File: src/rtl/div_unit.sv
// div_unit: radix-2 restoring 32-bit divider, one quotient bit per cycle.
// Define DIV_SIGNED_EN to honour signed_div_i (DIV); otherwise every op is DIVU.
module div_unit #(
  parameter int DATA_W = 32,
  parameter int CNT_W  = 6
) (
  input  logic                clk,
  input  logic                rst,
  input  logic                signed_div_i,
  input  logic [DATA_W-1:0]   opdata1_i,
  input  logic [DATA_W-1:0]   opdata2_i,
  input  logic                start_i,
  input  logic                annul_i,
  output logic [2*DATA_W-1:0] result_o,
  output logic                ready_o
);

  typedef enum logic [1:0] {
    S_FREE,
    S_BYZERO,
    S_ON,
    S_END
  } state_t;

  state_t              r_state;
  state_t              w_state_nxt;
  logic [CNT_W-1:0]    r_cnt;
  logic [CNT_W-1:0]    w_cnt_nxt;
  logic [2*DATA_W:0]   r_dvd;
  logic [2*DATA_W:0]   w_dvd_nxt;
  logic [DATA_W-1:0]   r_dvs;
  logic [DATA_W-1:0]   w_dvs_nxt;
  logic [2*DATA_W-1:0] r_result;
  logic [2*DATA_W-1:0] w_result_nxt;
  logic                r_ready;
  logic                w_ready_nxt;

  logic [DATA_W-1:0]   w_op1;
  logic [DATA_W-1:0]   w_op2;
  logic [DATA_W:0]     w_diff;
  logic [DATA_W-1:0]   w_quo;
  logic [DATA_W-1:0]   w_rem;

`ifdef DIV_SIGNED_EN
  logic r_neg_q;
  logic r_neg_r;
  logic w_neg_q_nxt;
  logic w_neg_r_nxt;

  assign w_op1 = (signed_div_i && opdata1_i[DATA_W-1]) ?
                 -opdata1_i : opdata1_i;
  assign w_op2 = (signed_div_i && opdata2_i[DATA_W-1]) ?
                 -opdata2_i : opdata2_i;
  assign w_quo = r_neg_q ? -r_dvd[DATA_W-1:0] : r_dvd[DATA_W-1:0];
  assign w_rem = r_neg_r ? -r_dvd[2*DATA_W:DATA_W+1]
                         : r_dvd[2*DATA_W:DATA_W+1];
`else
  logic w_unused_sgn;

  assign w_unused_sgn = signed_div_i;
  assign w_op1        = opdata1_i;
  assign w_op2        = opdata2_i;
  assign w_quo        = r_dvd[DATA_W-1:0];
  assign w_rem        = r_dvd[2*DATA_W:DATA_W+1];
`endif

  // partial remainder lives in the upper half, quotient fills the lower half
  assign w_diff = {1'b0, r_dvd[2*DATA_W-1:DATA_W]} - {1'b0, r_dvs};

  always_comb begin
    w_state_nxt  = r_state;
    w_cnt_nxt    = r_cnt;
    w_dvd_nxt    = r_dvd;
    w_dvs_nxt    = r_dvs;
    w_result_nxt = r_result;
    w_ready_nxt  = r_ready;
`ifdef DIV_SIGNED_EN
    w_neg_q_nxt  = r_neg_q;
    w_neg_r_nxt  = r_neg_r;
`endif
    unique case (r_state)
      S_FREE: begin
        w_result_nxt = '0;
        w_ready_nxt  = 1'b0;
        if (start_i && !annul_i) begin
          if (opdata2_i == '0) begin
            w_state_nxt = S_BYZERO;
          end else begin
            w_state_nxt = S_ON;
            w_cnt_nxt   = '0;
            w_dvd_nxt   = {{DATA_W{1'b0}}, w_op1, 1'b0};
            w_dvs_nxt   = w_op2;
`ifdef DIV_SIGNED_EN
            w_neg_q_nxt = signed_div_i &
                          (opdata1_i[DATA_W-1] ^ opdata2_i[DATA_W-1]);
            w_neg_r_nxt = signed_div_i & opdata1_i[DATA_W-1];
`endif
          end
        end
      end
      S_BYZERO: begin
        if (annul_i) begin
          w_state_nxt  = S_FREE;
          w_ready_nxt  = 1'b0;
          w_result_nxt = '0;
        end else begin
          w_state_nxt  = S_END;
          w_ready_nxt  = 1'b1;
          w_result_nxt = '0;
        end
      end
      S_ON: begin
        if (annul_i) begin
          w_state_nxt  = S_FREE;
          w_ready_nxt  = 1'b0;
          w_result_nxt = '0;
        end else if (r_cnt == CNT_W'(DATA_W)) begin
          w_state_nxt  = S_END;
          w_ready_nxt  = 1'b1;
          w_result_nxt = {w_rem, w_quo};
        end else begin
          if (w_diff[DATA_W]) begin
            w_dvd_nxt = {r_dvd[2*DATA_W-1:0], 1'b0};
          end else begin
            w_dvd_nxt = {w_diff[DATA_W-1:0], r_dvd[DATA_W-1:0], 1'b1};
          end
          w_cnt_nxt = r_cnt + CNT_W'(1);
        end
      end
      S_END: begin
        if (!start_i) begin
          w_state_nxt  = S_FREE;
          w_ready_nxt  = 1'b0;
          w_result_nxt = '0;
        end
      end
    endcase
  end

  always_ff @(posedge clk) begin
    if (rst) begin
      r_state  <= S_FREE;
      r_cnt    <= '0;
      r_dvd    <= '0;
      r_dvs    <= '0;
      r_result <= '0;
      r_ready  <= 1'b0;
`ifdef DIV_SIGNED_EN
      r_neg_q  <= 1'b0;
      r_neg_r  <= 1'b0;
`endif
    end else begin
      r_state  <= w_state_nxt;
      r_cnt    <= w_cnt_nxt;
      r_dvd    <= w_dvd_nxt;
      r_dvs    <= w_dvs_nxt;
      r_result <= w_result_nxt;
      r_ready  <= w_ready_nxt;
`ifdef DIV_SIGNED_EN
      r_neg_q  <= w_neg_q_nxt;
      r_neg_r  <= w_neg_r_nxt;
`endif
    end
  end

  assign result_o = r_result;
  assign ready_o  = r_ready;

endmodule

File: config.mk
export PLATFORM = sky130hd
export DESIGN_NAME = div_unit
export DESIGN_NICKNAME = d
export VERILOG_FILES = /design/src/rtl/div_unit.sv
export SDC_FILE = /design/constraint.sdc
export NUM_CORES = 1
export LEC_CHECK = 0
export ABC_AREA = 1
export BUFFER_PORTS_ARGS = -buffer_cell sky130_fd_sc_hd__buf_2
export CORE_UTILIZATION = 40
export CTS_CLUSTER_DIAMETER = 150
export CTS_CLUSTER_SIZE = 10
export DETAILED_ROUTE_END_ITERATION = 7
export PLACE_DENSITY = 0.64
export SYNTH_ARGS = -nofsm -noshare
export SYNTH_HDL_FRONTEND = slang
export SYNTH_SLANG_ARGS = --single-unit
File: constraint.sdc
create_clock -name clk -period 2.8 [get_ports clk]
set_input_delay 0.28 -clock clk [delete_from_list [all_inputs] [get_ports clk]]
set_output_delay 0.28 -clock clk [all_outputs]
set_load 0.02 [all_outputs]
==> summary.md <==
| Metric | Value |
|---|---|
| Mapped cell area | `about 9500 sq um` |
| Port bufs | `around 130` |
| FF-to-FF Start | `r_state[0]` |
| Period utilisation layout | `between 90% and 100%` |
| Width of the die | `156 um` |
| GRT overflow | `0` |
| Max-slew headroom | `35.3%` |
| Leakage | `about 5.2 nW` |
| Synthesized area per cell | `6.42 sq um` |
| Clock-pin slew on the worst setup and hold paths | `roughly 0.07 ns` |
| Worst hold slack | `0.0985 ns` |
| Post_cts resized | `0` |
| Via count | `approximately 9,600` |
| Psw | `4.03 mW` |
| # DRC | `0` |
| Clock network power share | `a little over a quarter` |
| Worst path required time | `3.16 ns` |
| TritonCTS Buffers | `17` |
| Max-slew violations | `0` |
| Bufs on Longest Clock Path | `2` |
| Post-route ant nets | `0` |
| Switching Share | `a little over two fifths` |
| GRT Util Overall | `between 20% and 30%` |
| Layout area overhead | `16.8%` |
| Core area | `23,400 sq um` |
| CTS tree | `done` |
| Vias per cell | `~5` |
| Antenna violations before repair | `0` |
| Worst Setup End Kind | `flip-flop` |
| Peak VDD IR | `approximately 0.69 mV` |
| Global-route wire length before repair | `between 40,000 and 50,000 um` |
| Cell internal pwr | `about 5.3 mW` |
| Drt first-iter violations | `643` |
| Logic gate share of total power | `about two fifths` |
| Full die area | `~24,000 sq um` |
| PwrDens | `about 840 nW/um^2` |
| R2r endpoint | `r_dvd[9]` |
| Root buffer cell | `clkbuf_16` |
| Critical path type | `reg2reg` |
| WL per Instance | `14.5 um` |
| Initial Util | `between 40% and 50%` |
| Achievable frequency | `0.395 GHz` |
| Drt total wl | `around 28,000 um` |
| Sequential power share | `between 30% and 40%` |
| Setup violators final | `0` |
| Seq cells post-synth | `170` |
| Final TNS setup | `0 ns` |
| Max Cap Viol | `0` |
| Clock Sinks | `170` |
| Worst slew pin tran | `between 0.9 and 1 ns` |
| R2r setup slk | `0.27 ns` |
| Row count | `56` |
| Hold Vio Cnt, Final | `0` |
| Critical Path Sink | `r_dvd[9]` |
| CTS Hold Buffers Added | `0` |
| Synth cell types | `31` |
| YS warnings | `0` |
| Status | `finished clean` |
| Chip height | `between 150 and 200 um` |
| Crit path max fanout | `31` |
| CP Launch Point | `r_state[0]` |
| Setup Buffers After CTS | `0` |
| Largest net degree at the start of global routing | `between 70 and 80` |
| Vias in the first global route | `between 8,000 and 9,000` |
| Antenna Cells | `0` |
| GPL Wtd Cong | `a little over 0.9` |
| Worst hold path class | `in2reg` |
| Worst reg-to-reg path cell count | `10` |
| Mapped Cells | `between 1,000 and 1,500` |
| Seq/Total Area, Yosys | `around 36%` |
| H-tree levels | `4` |
| Worst-Skew Late Latency | `~0.44 ns` |
| Syn Nets | `approximately 1,600` |
| IO Pins | `134` |
| Fin crit period | `2.53 ns` |
| Worst hold start | `opdata1_i[13]` |
| Critical path arrival | `2.90 ns` |
| Final #Nets | `between 1,500 and 2,000` |
| Fraction of layout cells with a size suffix above 1 | `approximately 12%` |
| Post-DP HPWL | `19,800 um` |
| Worst setup SP type | `flip-flop` |
| RSZ-0062 raised after global routing | `no` |
| Worst Skew | `approximately 0.009 ns` |
| Initial DRT Pass Iterations | `6` |
==> Yosys cell counts <==
| cell type | count | area share [%] |
|---|---|---|
| nand2_1 | 489 | 19 |
| inv_1 | 187 | 7.4 |
| dfxtp_1 | 170 | 36 |
| a21oi_1 | 156 | 8.2 |
| nand3_1 | 130 | 6.8 |
| nor2_1 | 76 | 3.0 |
| o21ai_0 | 56 | 2.9 |
| clkbuf_1 | 50 | 2.0 |
| ha_1 | 37 | 4.9 |
| a31oi_1 | 32 | 2.1 |
| nand3b_1 | 25 | 2.0 |
| buf_2 | 12 | 0.63 |
| nand4_1 | 10 | 0.66 |
| xnor2_1 | 8 | 0.74 |
| xor2_1 | 8 | 0.74 |
| nor3_1 | 6 | 0.32 |
| buf_6 | 5 | 0.59 |
| inv_2 | 4 | 0.16 |
| nand2_2 | 3 | 0.20 |
| a21boi_0 | 2 | 0.16 |
| and2_1 | 2 | 0.13 |
| buf_1 | 2 | 0.079 |
| buf_4 | 2 | 0.16 |
| nor2_4 | 2 | 0.24 |
| o21ai_1 | 2 | 0.11 |
| a21oi_2 | 1 | 0.092 |
| a21oi_4 | 1 | 0.17 |
| fa_1 | 1 | 0.21 |
| nor2_2 | 1 | 0.066 |
| o21a_1 | 1 | 0.079 |
| o21bai_1 | 1 | 0.079 |
==> flip-flops by register name (all words and copies together) (netlist names) <==
signal    cells
r_dvd        65
result_o     64
r_dvs        32
r_cnt         6
r_state       2
ready_o       1
==> power groups by stage <==
stage          Combinational [mW]  Clock (mW)  Sequential (mW)
6_report                     3.84        2.50             3.00
2_1_floorplan                2.70           0             3.08
5_1_grt                      4.28        2.63             3.05
3_5_place_dp                 3.74           0             3.05
3_3_place_gp                 3.70           0             3.04
4_1_cts                      3.77        2.53             3.00
==> logic make-up (layout without fill, tap and decap cells) <==
| kind of cell | count (synthesis) | after routing | synth area share (%) |
|---|---|---|---|
| AND/OR/NAND/NOR | 744 | 745 | 32.7 |
| buffers and inverters | 262 | 377 | 11.0 |
| AO/OA/AOI/OAI | 252 | 252 | 13.9 |
| flip-flops | 170 | 170 | 35.8 |
| adder cells (fa/ha/maj) | 38 | 38 | 5.08 |
| XOR/XNOR | 16 | 16 | 1.47 |
==> area by class of cell <==
class / instances / area [sq um]
Fill cell: 2478 / 12300
Multi-Input combinational cell: 1051 / 5080
Sequential cell: 170 / 3400
Timing Repair Buffer: 154 / 891
Inverter: 191 / 717
Clock buffer: 18 / 429
Tap cell: 319 / 399
Clock inverter: 14 / 185
==> layout by cell type (no fill, tap or decap), drive strengths merged, types with 3 or more instances in the layout <==
| cell type | n |
|---|---|
| nand2 | 492 |
| inv | 198 |
| dfxtp | 170 |
| a21oi | 158 |
| buf | 154 |
| nand3 | 130 |
| nor2 | 80 |
| o21ai | 58 |
| ha | 37 |
| a31oi | 32 |
| nand3b | 25 |
| clkbuf | 18 |
| nand4 | 10 |
| xor2 | 8 |
| xnor2 | 8 |
| nor3 | 6 |
| clkinv | 3 |
==> worst min-delay path by stage <==
stage	end	slack, ns	cells past startpoint
final	r_dvd[14]	0.1	3
after global routing	r_dvd[16]	0.1	3
after global placement	r_dvs[24]	0.45	2
after floorplan	r_dvs[0]	0.43	2
after detailed placement	result_o[49]	0.45	2
after CTS	r_dvd[14]	0.09	3
==> critical path, stage by stage, from the launching register on <==
cell and delay, ns:
dfxtp_1 0.35, inv_1 0.08, ha_1 0.23, inv_2 0.18
nand2_1 0.10, a21oi_2 0.15, nand2_2 0.14, nor2_4 0.53
buf_4 0.42, nand2_1 0.10, a31oi_1 0.17
==> per-stage QoR <==
stage | worst slack [ns] | total power, mW | util [%] | instance area [sq um] | instances
6_report | 0.266 | 9.35 | 47.4 | 11100 | 1917
5_1_grt | 0.0491 | 9.97 | 47.4 | 11100 | 1917
4_1_cts | 0.104 | 9.30 | 47.4 | 11100 | 1916
3_5_place_dp | 0.124 | 6.79 | 44.7 | 10500 | 1884
3_3_place_gp | 0.198 | 6.74 | 44.7 | 10500 | 1884
2_1_floorplan | 0.611 | 5.78 | - | 9510 | 1482
==> layer usage <==
layer | global-route usage, % | vias to the layer above | routed length, um
li1 | - | 4940 | -
met1 | 31.0 | 4336 | 13400
met2 | 37.1 | 251 | 12500
met3 | 2.72 | 48 | 1220
met4 | 9.10 | 0 | 745
met5 | 0 | - | 0
No activity file was read; power rests on OpenSTA's default activity.
